===== config.mk =====
export PLATFORM = sky130hd
export DESIGN_NAME = icetap_jtag_tap
export DESIGN_NICKNAME = d
export VERILOG_FILES = /design/src/rtl/icetap_jtag_pkg.sv /design/src/rtl/icetap_tap_fsm.sv /design/src/rtl/icetap_jtag_tap.sv
export SDC_FILE = /design/constraint.sdc
export NUM_CORES = 1
export LEC_CHECK = 0
export CAP_MARGIN = 20
export CORE_MARGIN = 2
export CORE_UTILIZATION = 48
export DETAILED_ROUTE_END_ITERATION = 6
export PLACE_DENSITY = 0.87
export SYNTH_ARGS = -nofsm -noshare
export SYNTH_HDL_FRONTEND = slang
export SYNTH_SLANG_ARGS = --single-unit

===== constraint.sdc =====
create_clock -name tck -period 1.53 [get_ports tck]
set_input_delay 0.306 -clock tck [delete_from_list [all_inputs] [get_ports tck]]
set_output_delay 0.306 -clock tck [all_outputs]
set_load 0.005 [all_outputs]

===== src/rtl/icetap_jtag_pkg.sv =====
// Shared TAP state encoding and instruction opcodes for the icetap JTAG port.
// ICETAP_JTAG_IDCODE_EN selects IDCODE as the reset instruction.
package icetap_jtag_pkg;

    // IEEE 1149.1 reference encoding
    typedef enum logic [3:0] {
        TAP_EXIT2_DR  = 4'h0,
        TAP_EXIT1_DR  = 4'h1,
        TAP_SHIFT_DR  = 4'h2,
        TAP_PAUSE_DR  = 4'h3,
        TAP_SEL_IR    = 4'h4,
        TAP_UPDATE_DR = 4'h5,
        TAP_CAP_DR    = 4'h6,
        TAP_SEL_DR    = 4'h7,
        TAP_EXIT2_IR  = 4'h8,
        TAP_EXIT1_IR  = 4'h9,
        TAP_SHIFT_IR  = 4'hA,
        TAP_PAUSE_IR  = 4'hB,
        TAP_RTI       = 4'hC,
        TAP_UPDATE_IR = 4'hD,
        TAP_CAP_IR    = 4'hE,
        TAP_TLR       = 4'hF
    } tap_state_e;

    localparam logic [3:0] INSTR_EXTEST = 4'b0000;
    localparam logic [3:0] INSTR_SCAN_N = 4'b0010;
    localparam logic [3:0] INSTR_IDCODE = 4'b1110;
    localparam logic [3:0] INSTR_BYPASS = 4'b1111;

`ifdef ICETAP_JTAG_IDCODE_EN
    localparam logic [3:0] INSTR_RESET = INSTR_IDCODE;
`else
    localparam logic [3:0] INSTR_RESET = INSTR_BYPASS;
`endif

endpackage


===== src/rtl/icetap_tap_fsm.sv =====
// 16-state IEEE 1149.1 TAP controller; next state depends only on tms.
//
//   state     | meaning
//   ----------+------------------------------------------
//   TLR       | test-logic-reset, instruction forced
//   RTI       | run-test/idle
//   SEL_DR    | select DR scan
//   CAP_DR    | capture into selected data register
//   SHIFT_DR  | shift selected data register
//   EXIT1_DR  | leave DR shift
//   PAUSE_DR  | hold DR shift
//   EXIT2_DR  | leave DR pause
//   UPDATE_DR | DR scan complete
//   SEL_IR    | select IR scan
//   CAP_IR    | load IR shifter with ...0001
//   SHIFT_IR  | shift IR shifter
//   EXIT1_IR  | leave IR shift
//   PAUSE_IR  | hold IR shift
//   EXIT2_IR  | leave IR pause
//   UPDATE_IR | IR shifter copied to instruction
module icetap_tap_fsm
    import icetap_jtag_pkg::*;
(
    input  logic       tck,
    input  logic       reset_,
    input  logic       tms,
    output tap_state_e state
);

    tap_state_e state_q, state_d;

    always_comb begin
        state_d = state_q;
        case (state_q)
            TAP_TLR:       state_d = tms ? TAP_TLR       : TAP_RTI;
            TAP_RTI:       state_d = tms ? TAP_SEL_DR    : TAP_RTI;
            TAP_SEL_DR:    state_d = tms ? TAP_SEL_IR    : TAP_CAP_DR;
            TAP_CAP_DR:    state_d = tms ? TAP_EXIT1_DR  : TAP_SHIFT_DR;
            TAP_SHIFT_DR:  state_d = tms ? TAP_EXIT1_DR  : TAP_SHIFT_DR;
            TAP_EXIT1_DR:  state_d = tms ? TAP_UPDATE_DR : TAP_PAUSE_DR;
            TAP_PAUSE_DR:  state_d = tms ? TAP_EXIT2_DR  : TAP_PAUSE_DR;
            TAP_EXIT2_DR:  state_d = tms ? TAP_UPDATE_DR : TAP_SHIFT_DR;
            TAP_UPDATE_DR: state_d = tms ? TAP_SEL_DR    : TAP_RTI;
            TAP_SEL_IR:    state_d = tms ? TAP_TLR       : TAP_CAP_IR;
            TAP_CAP_IR:    state_d = tms ? TAP_EXIT1_IR  : TAP_SHIFT_IR;
            TAP_SHIFT_IR:  state_d = tms ? TAP_EXIT1_IR  : TAP_SHIFT_IR;
            TAP_EXIT1_IR:  state_d = tms ? TAP_UPDATE_IR : TAP_PAUSE_IR;
            TAP_PAUSE_IR:  state_d = tms ? TAP_EXIT2_IR  : TAP_PAUSE_IR;
            TAP_EXIT2_IR:  state_d = tms ? TAP_UPDATE_IR : TAP_SHIFT_IR;
            TAP_UPDATE_IR: state_d = tms ? TAP_SEL_DR    : TAP_RTI;
            default:       state_d = TAP_TLR;
        endcase
    end

    always_ff @(posedge tck or negedge reset_) begin
        if (!reset_) state_q <= TAP_TLR;
        else         state_q <= state_d;
    end

    assign state = state_q;

endmodule


===== src/rtl/icetap_jtag_tap.sv =====
// JTAG TAP for the icetap block: IR, BYPASS and optional IDCODE register.
// Define ICETAP_JTAG_IDCODE_EN to add the 32-bit ID register and make IDCODE the reset instruction.
module icetap_jtag_tap
    import icetap_jtag_pkg::*;
#(
    parameter int unsigned IR_BITS      = 4,
    parameter logic [31:0] IDCODE_VALUE = 32'h1000_0001
) (
    input  logic tck,
    input  logic reset_,
    input  logic tms,
    input  logic tdi,
    output logic tdo,
    output logic tdo_en,
    input  logic icetap_tdo,
    output logic test_logic_reset,
    output logic capture_dr,
    output logic shift_dr,
    output logic update_dr,
    output logic scan_n_ir,
    output logic extest_ir
);

    localparam logic [IR_BITS-1:0] IR_RESET  = IR_BITS'(INSTR_RESET);
    localparam logic [IR_BITS-1:0] IR_EXTEST = IR_BITS'(INSTR_EXTEST);
    localparam logic [IR_BITS-1:0] IR_SCAN_N = IR_BITS'(INSTR_SCAN_N);

    tap_state_e state;

    logic [IR_BITS-1:0] ir_shift_q, ir_shift_d;
    logic [IR_BITS-1:0] ir_q, ir_d;
    logic [IR_BITS-1:0] ir_cur;
    logic               bypass_q, bypass_d;
    logic               sel_icetap;

    icetap_tap_fsm u_fsm (
        .tck    (tck),
        .reset_ (reset_),
        .tms    (tms),
        .state  (state)
    );

    // Masking in TLR makes the reset instruction visible on the same edge TLR is entered
    assign ir_cur     = (state == TAP_TLR) ? IR_RESET : ir_q;
    assign sel_icetap = (ir_cur == IR_SCAN_N) || (ir_cur == IR_EXTEST);

`ifdef ICETAP_JTAG_IDCODE_EN
    localparam logic [IR_BITS-1:0] IR_IDCODE = IR_BITS'(INSTR_IDCODE);

    logic [31:0] idcode_q, idcode_d;
    logic        sel_idcode;

    assign sel_idcode = (ir_cur == IR_IDCODE);

    always_comb begin
        idcode_d = idcode_q;
        if (sel_idcode && state == TAP_CAP_DR)
            idcode_d = IDCODE_VALUE;
        else if (sel_idcode && state == TAP_SHIFT_DR)
            idcode_d = {tdi, idcode_q[31:1]};
    end

    always_ff @(posedge tck or negedge reset_) begin
        if (!reset_) idcode_q <= '0;
        else         idcode_q <= idcode_d;
    end
`endif

    always_comb begin
        ir_shift_d = ir_shift_q;
        ir_d       = ir_q;
        bypass_d   = bypass_q;
        case (state)
            TAP_TLR:       ir_d       = IR_RESET;
            TAP_CAP_IR:    ir_shift_d = IR_BITS'(1);
            TAP_SHIFT_IR:  ir_shift_d = (ir_shift_q >> 1) | (IR_BITS'(tdi) << (IR_BITS - 1));
            TAP_UPDATE_IR: ir_d       = ir_shift_q;
            TAP_CAP_DR:    bypass_d   = 1'b0;
            TAP_SHIFT_DR:  bypass_d   = tdi;
            default: ;
        endcase
    end

    always_ff @(posedge tck or negedge reset_) begin
        if (!reset_) begin
            ir_shift_q <= '0;
            ir_q       <= IR_RESET;
            bypass_q   <= 1'b0;
        end else begin
            ir_shift_q <= ir_shift_d;
            ir_q       <= ir_d;
            bypass_q   <= bypass_d;
        end
    end

    always_comb begin
        tdo = 1'b0;
        if (state == TAP_SHIFT_IR) begin
            tdo = ir_shift_q[0];
        end else if (state == TAP_SHIFT_DR) begin
            if (sel_icetap)
                tdo = icetap_tdo;
`ifdef ICETAP_JTAG_IDCODE_EN
            else if (sel_idcode)
                tdo = idcode_q[0];
`endif
            else
                tdo = bypass_q;
        end
    end

    assign tdo_en           = (state == TAP_SHIFT_DR) || (state == TAP_SHIFT_IR);
    assign test_logic_reset = (state == TAP_TLR);
    assign capture_dr       = (state == TAP_CAP_DR);
    assign shift_dr         = (state == TAP_SHIFT_DR);
    assign update_dr        = (state == TAP_UPDATE_DR);
    assign scan_n_ir        = (ir_cur == IR_SCAN_N);
    assign extest_ir        = (ir_cur == IR_EXTEST);

endmodule


==> metrics.txt <==
# TYPE chip_impl_metric gauge
chip_impl_metric{name="worst_ep_required_time",unit="ps"} 1220
chip_impl_metric{name="cts_buffer_depth",unit=""} 2
chip_impl_metric{name="fin_setup_tns",unit="ps"} -1620
chip_impl_metric{name="detail_route.wl_per_cell",unit="µm"} 15.6
chip_impl_metric{name="core-area",unit="µm²"} 1320
chip_impl_metric{name="worst_pin_slew",unit="ps"} 269
chip_impl_metric{name="grt_usage",unit="%"} 23.8
chip_impl_metric{name="final_hold_viol_count",unit=""} 0
chip_impl_metric{name="syn2layout_area_growth",unit="%"} 57.4
chip_impl_metric{name="detailedPlacementHpwl",unit="µm"} 1200
chip_impl_info{name="cts_tree",value="done"} 1
chip_impl_metric{name="yosys_warnings",unit=""} 0
chip_impl_metric{name="antennaDiodeCount",unit=""} 0
chip_impl_metric{name="cts.htree.levels",unit=""} 1
chip_impl_metric{name="grt_pass1_wl",unit="µm"} 3220
chip_impl_metric{name="vertical_die_dimension",unit="µm"} 41.7
chip_impl_metric{name="fp-row-count",unit=""} 13
chip_impl_metric{name="syn-instance-count",unit=""} 76
chip_impl_metric{name="via_density",unit=""} 5.42
chip_impl_metric{name="antenna_left",unit=""} 0
chip_impl_metric{name="clk_latency",unit="ps"} 280
chip_impl_info{name="worstPathCellList",value="nor3b_4, buf_6, nand4bb_1, nand3_1, buf_2"} 1
chip_impl_metric{name="dpl_cell_area",unit="µm²"} 902
chip_impl_info{name="result_of_the_run",value="finished, violations left"} 1
chip_impl_metric{name="largest_net_degree_at_the_start_of_global_routing",unit=""} 14
chip_impl_metric{name="drive_above_1_share",unit="%"} 48.7
chip_impl_metric{name="post-route-period-util",unit="%"} 118
chip_impl_metric{name="routability_driven_placement_congestion_ratio",unit=""} 0.844
chip_impl_metric{name="number_of_distinct_library_cells_after_synthesis",unit=""} 28
chip_impl_metric{name="final_cell_area",unit="µm²"} 1070
chip_impl_metric{name="dieArea",unit="µm²"} 1740
chip_impl_info{name="synth_area_leader_cell",value="dfstp_2"} 1
chip_impl_metric{name="slew_headroom",unit="%"} 82.0
chip_impl_metric{name="path_max_fanout",unit=""} 3
chip_impl_metric{name="sequentialPowerShare",unit="%"} 31.7
chip_impl_metric{name="sequential_cell_area",unit="µm²"} 335
chip_impl_metric{name="final.min_clock_period",unit="ps"} 1810
chip_impl_metric{name="worst_path_clk_slew",unit="ps"} 80
chip_impl_metric{name="static-leakage-power",unit="nW"} 0.502
chip_impl_metric{name="port_buffers",unit=""} 12
chip_impl_metric{name="worst-endpoint-arrival",unit="ps"} 1500
chip_impl_metric{name="total_nets_final",unit=""} 121
chip_impl_metric{name="max_cap_viol_count",unit=""} 0
chip_impl_metric{name="number_of_enable_type_register_cells_in_the_synthesized_netlist",unit=""} 0
chip_impl_metric{name="finalWorstSetupSlack",unit="ps"} -276
chip_impl_metric{name="fmaxAchievable",unit="MHz"} 554
chip_impl_metric{name="synth.ff_latch_count",unit=""} 13
chip_impl_info{name="synth-main-ff-cell",value="dfstp_2"} 1
chip_impl_metric{name="ioPinCount",unit=""} 13
chip_impl_metric{name="initial_antenna_violation_count",unit=""} 0
chip_impl_metric{name="power_frac_clock",unit="%"} 9.4
chip_impl_metric{name="initial_utilization",unit="%"} 51.8
chip_impl_metric{name="routed_wirelength",unit="µm"} 2030
chip_impl_metric{name="first_global_vias",unit=""} 691
chip_impl_metric{name="combinational_group_share_of_total_power",unit="%"} 58.9
chip_impl_metric{name="drt_iter0_markers",unit=""} 24
chip_impl_metric{name="fill_cells",unit=""} 85
chip_impl_info{name="cts-root-buf",value="clkbuf_4"} 1
chip_impl_metric{name="synth_nets",unit=""} 81
chip_impl_metric{name="syn_area",unit="µm²"} 682
chip_impl_metric{name="timing.final.max_slew_violations",unit=""} 0
chip_impl_info{name="final_cell_mix",value="buf_4 (19), nand2_1 (14), o21ai_0 (10), buf_6 (10), dfstp_2 (8)"} 1
chip_impl_metric{name="die_x",unit="µm"} 41.7
chip_impl_metric{name="slowest_delay",unit="ps"} 570
chip_impl_metric{name="seq_area_frac_synth",unit="%"} 49.2
chip_impl_metric{name="total_cts_buffers",unit=""} 3
chip_impl_metric{name="netSwitchingPower",unit="mW"} 0.891
chip_impl_info{name="failed_checks",value="setup timing"} 1
chip_impl_info{name="setup.worst_path.start_class",value="register"} 1
chip_impl_metric{name="p_sw_share",unit="%"} 38.4
chip_impl_info{name="synth_top_cells_by_area",value="dfstp_2 (31%), dfrtp_1 (18%), nand2_1 (8.3%)"} 1
chip_impl_metric{name="num_vias",unit=""} 704
chip_impl_info{name="setup.worst_path.class",value="reg2out"} 1
chip_impl_info{name="layout_commonest_cell",value="buf_4"} 1
chip_impl_metric{name="finalClockSkew",unit="ps"} 9.04
chip_impl_info{name="min-delay-path-class",value="in2async"} 1
chip_impl_metric{name="drt-pass1-iter-count",unit=""} 4
chip_impl_metric{name="syn_avg_cell_area",unit="µm²"} 8.97
chip_impl_metric{name="synth_top_area_share",unit="%"} 30.8
chip_impl_metric{name="p_int",unit="mW"} 1.43
chip_impl_metric{name="report.final.setup_viol",unit=""} 8
chip_impl_info{name="critical-path-slowest-cell",value="dfstp_2"} 1
chip_impl_info{name="endpoint_kind",value="output pin"} 1
chip_impl_metric{name="footprint_of_the_multi_input_gates",unit="µm²"} 348
chip_impl_metric{name="asyncSetResetFlopFracSynth",unit="%"} 100
chip_impl_metric{name="worst_ir_drop_vdd",unit="V"} 0.00130
chip_impl_metric{name="cts_sinks",unit=""} 13
chip_impl_metric{name="drt_drc_violations_left",unit=""} 0
chip_impl_metric{name="overflow",unit=""} 0
chip_impl_metric{name="power.density",unit="nW/µm²"} 2160
chip_impl_info{name="setup_repair_after_global_routing_missed_its_margin",value="yes"} 1
-- sequential cells by signal, summed over array words and instances, names as in the netlist --
| register | cells |
|---|---|
| ir_q | 4 |
| ir_shift_q | 4 |
| u_fsm.state | 4 |
| bypass_q | 1 |
-- final timing paths --
path                       slack [ps]            end            from  depth (start not counted)
min reg2reg                       480        ir_q[2]         ir_q[2]                          2
max in group asynchronous         980        ir_q[1]          reset_                          2
max                              -280            tdo  u_fsm.state[1]                          5
max reg2reg                        50        ir_q[1]  u_fsm.state[0]                          5
min                               310  ir_shift_q[0]          reset_                          2
min in group tck                  480        ir_q[2]         ir_q[2]                          2
-- critical path, delay by kind of cell, from the launching register on --
kind,cells,cell delay (ps)
simple gates,3,400
buf+inv,2,240
flops,1,570
-- repair_timing --
action / CTS / global route
resized for setup: 43 / 9
pin swaps: 5 / 7
endpoints found under the setup margin: 8 / 9
buffers inserted: 9 / 5
hold buffers: 0 / 0
-- synth_stat cells (2+ instances only) --
library cell / instances
nor3_1: 3
buf_4: 2
o21ai_0: 11
inv_1: 2
nor2_1: 7
dfrtp_1: 5
dfstp_2: 8
nand2_1: 15
a21oi_1: 2
nand3_1: 3
-- power groups by stage --
stage | clock, mW | sequential (mW) | combinational, mW
final | 0.217 | 0.736 | 1.37
after CTS | 0.211 | 0.724 | 1.18
after global routing | 0.237 | 0.761 | 1.49
after global placement | 0 | 0.708 | 0.924
after detailed placement | 0 | 0.721 | 0.978
after floorplan | 0 | 0.675 | 0.554
-- logic make-up (layout without fill, tap and decap cells) --
| family | count (synthesis) | after routing | share of synthesized area [%] |
|---|---|---|---|
| simple gates | 37 | 37 | 27.5 |
| flops | 13 | 13 | 49.2 |
| compound gates | 18 | 18 | 15.4 |
| buf+inv | 7 | 46 | 6.24 |
| mux | 1 | 1 | 1.65 |
-- per-stage QoR --
stage	power [mW]	util, %	hold WS, ps	instances	setup WS [ps]
floorplan	1.23	-	10.4	76	160
global placement	1.63	68.5	467	114	-218
detailed placement	1.70	68.5	470	114	-312
CTS	2.12	77.6	332	126	-221
global route	2.49	81.5	348	130	-346
finish	2.32	81.5	315	130	-276
-- routing by layer --
| layer | vias to the layer above | GRT usage [%] | part of all wire, % |
|---|---|---|---|
| met1 | 334 | 33.9 | 45 |
| met2 | 23 | 38.1 | 51 |
| li1 | 345 | - | - |
| met5 | - | 0 | 0 |
| met3 | 2 | 3.04 | 3.4 |
| met4 | 0 | 6.45 | 0.94 |
-- area by class of cell --
cell class | instances | area share, %
multi-input cells | 56 | 32.4
flip-flops and latches | 13 | 31.2
repair buffers | 39 | 30.9
clock buffers | 4 | 2.45
well taps | 15 | 1.75
inverters | 3 | 1.28
Power figures use the tool's default switching activity.
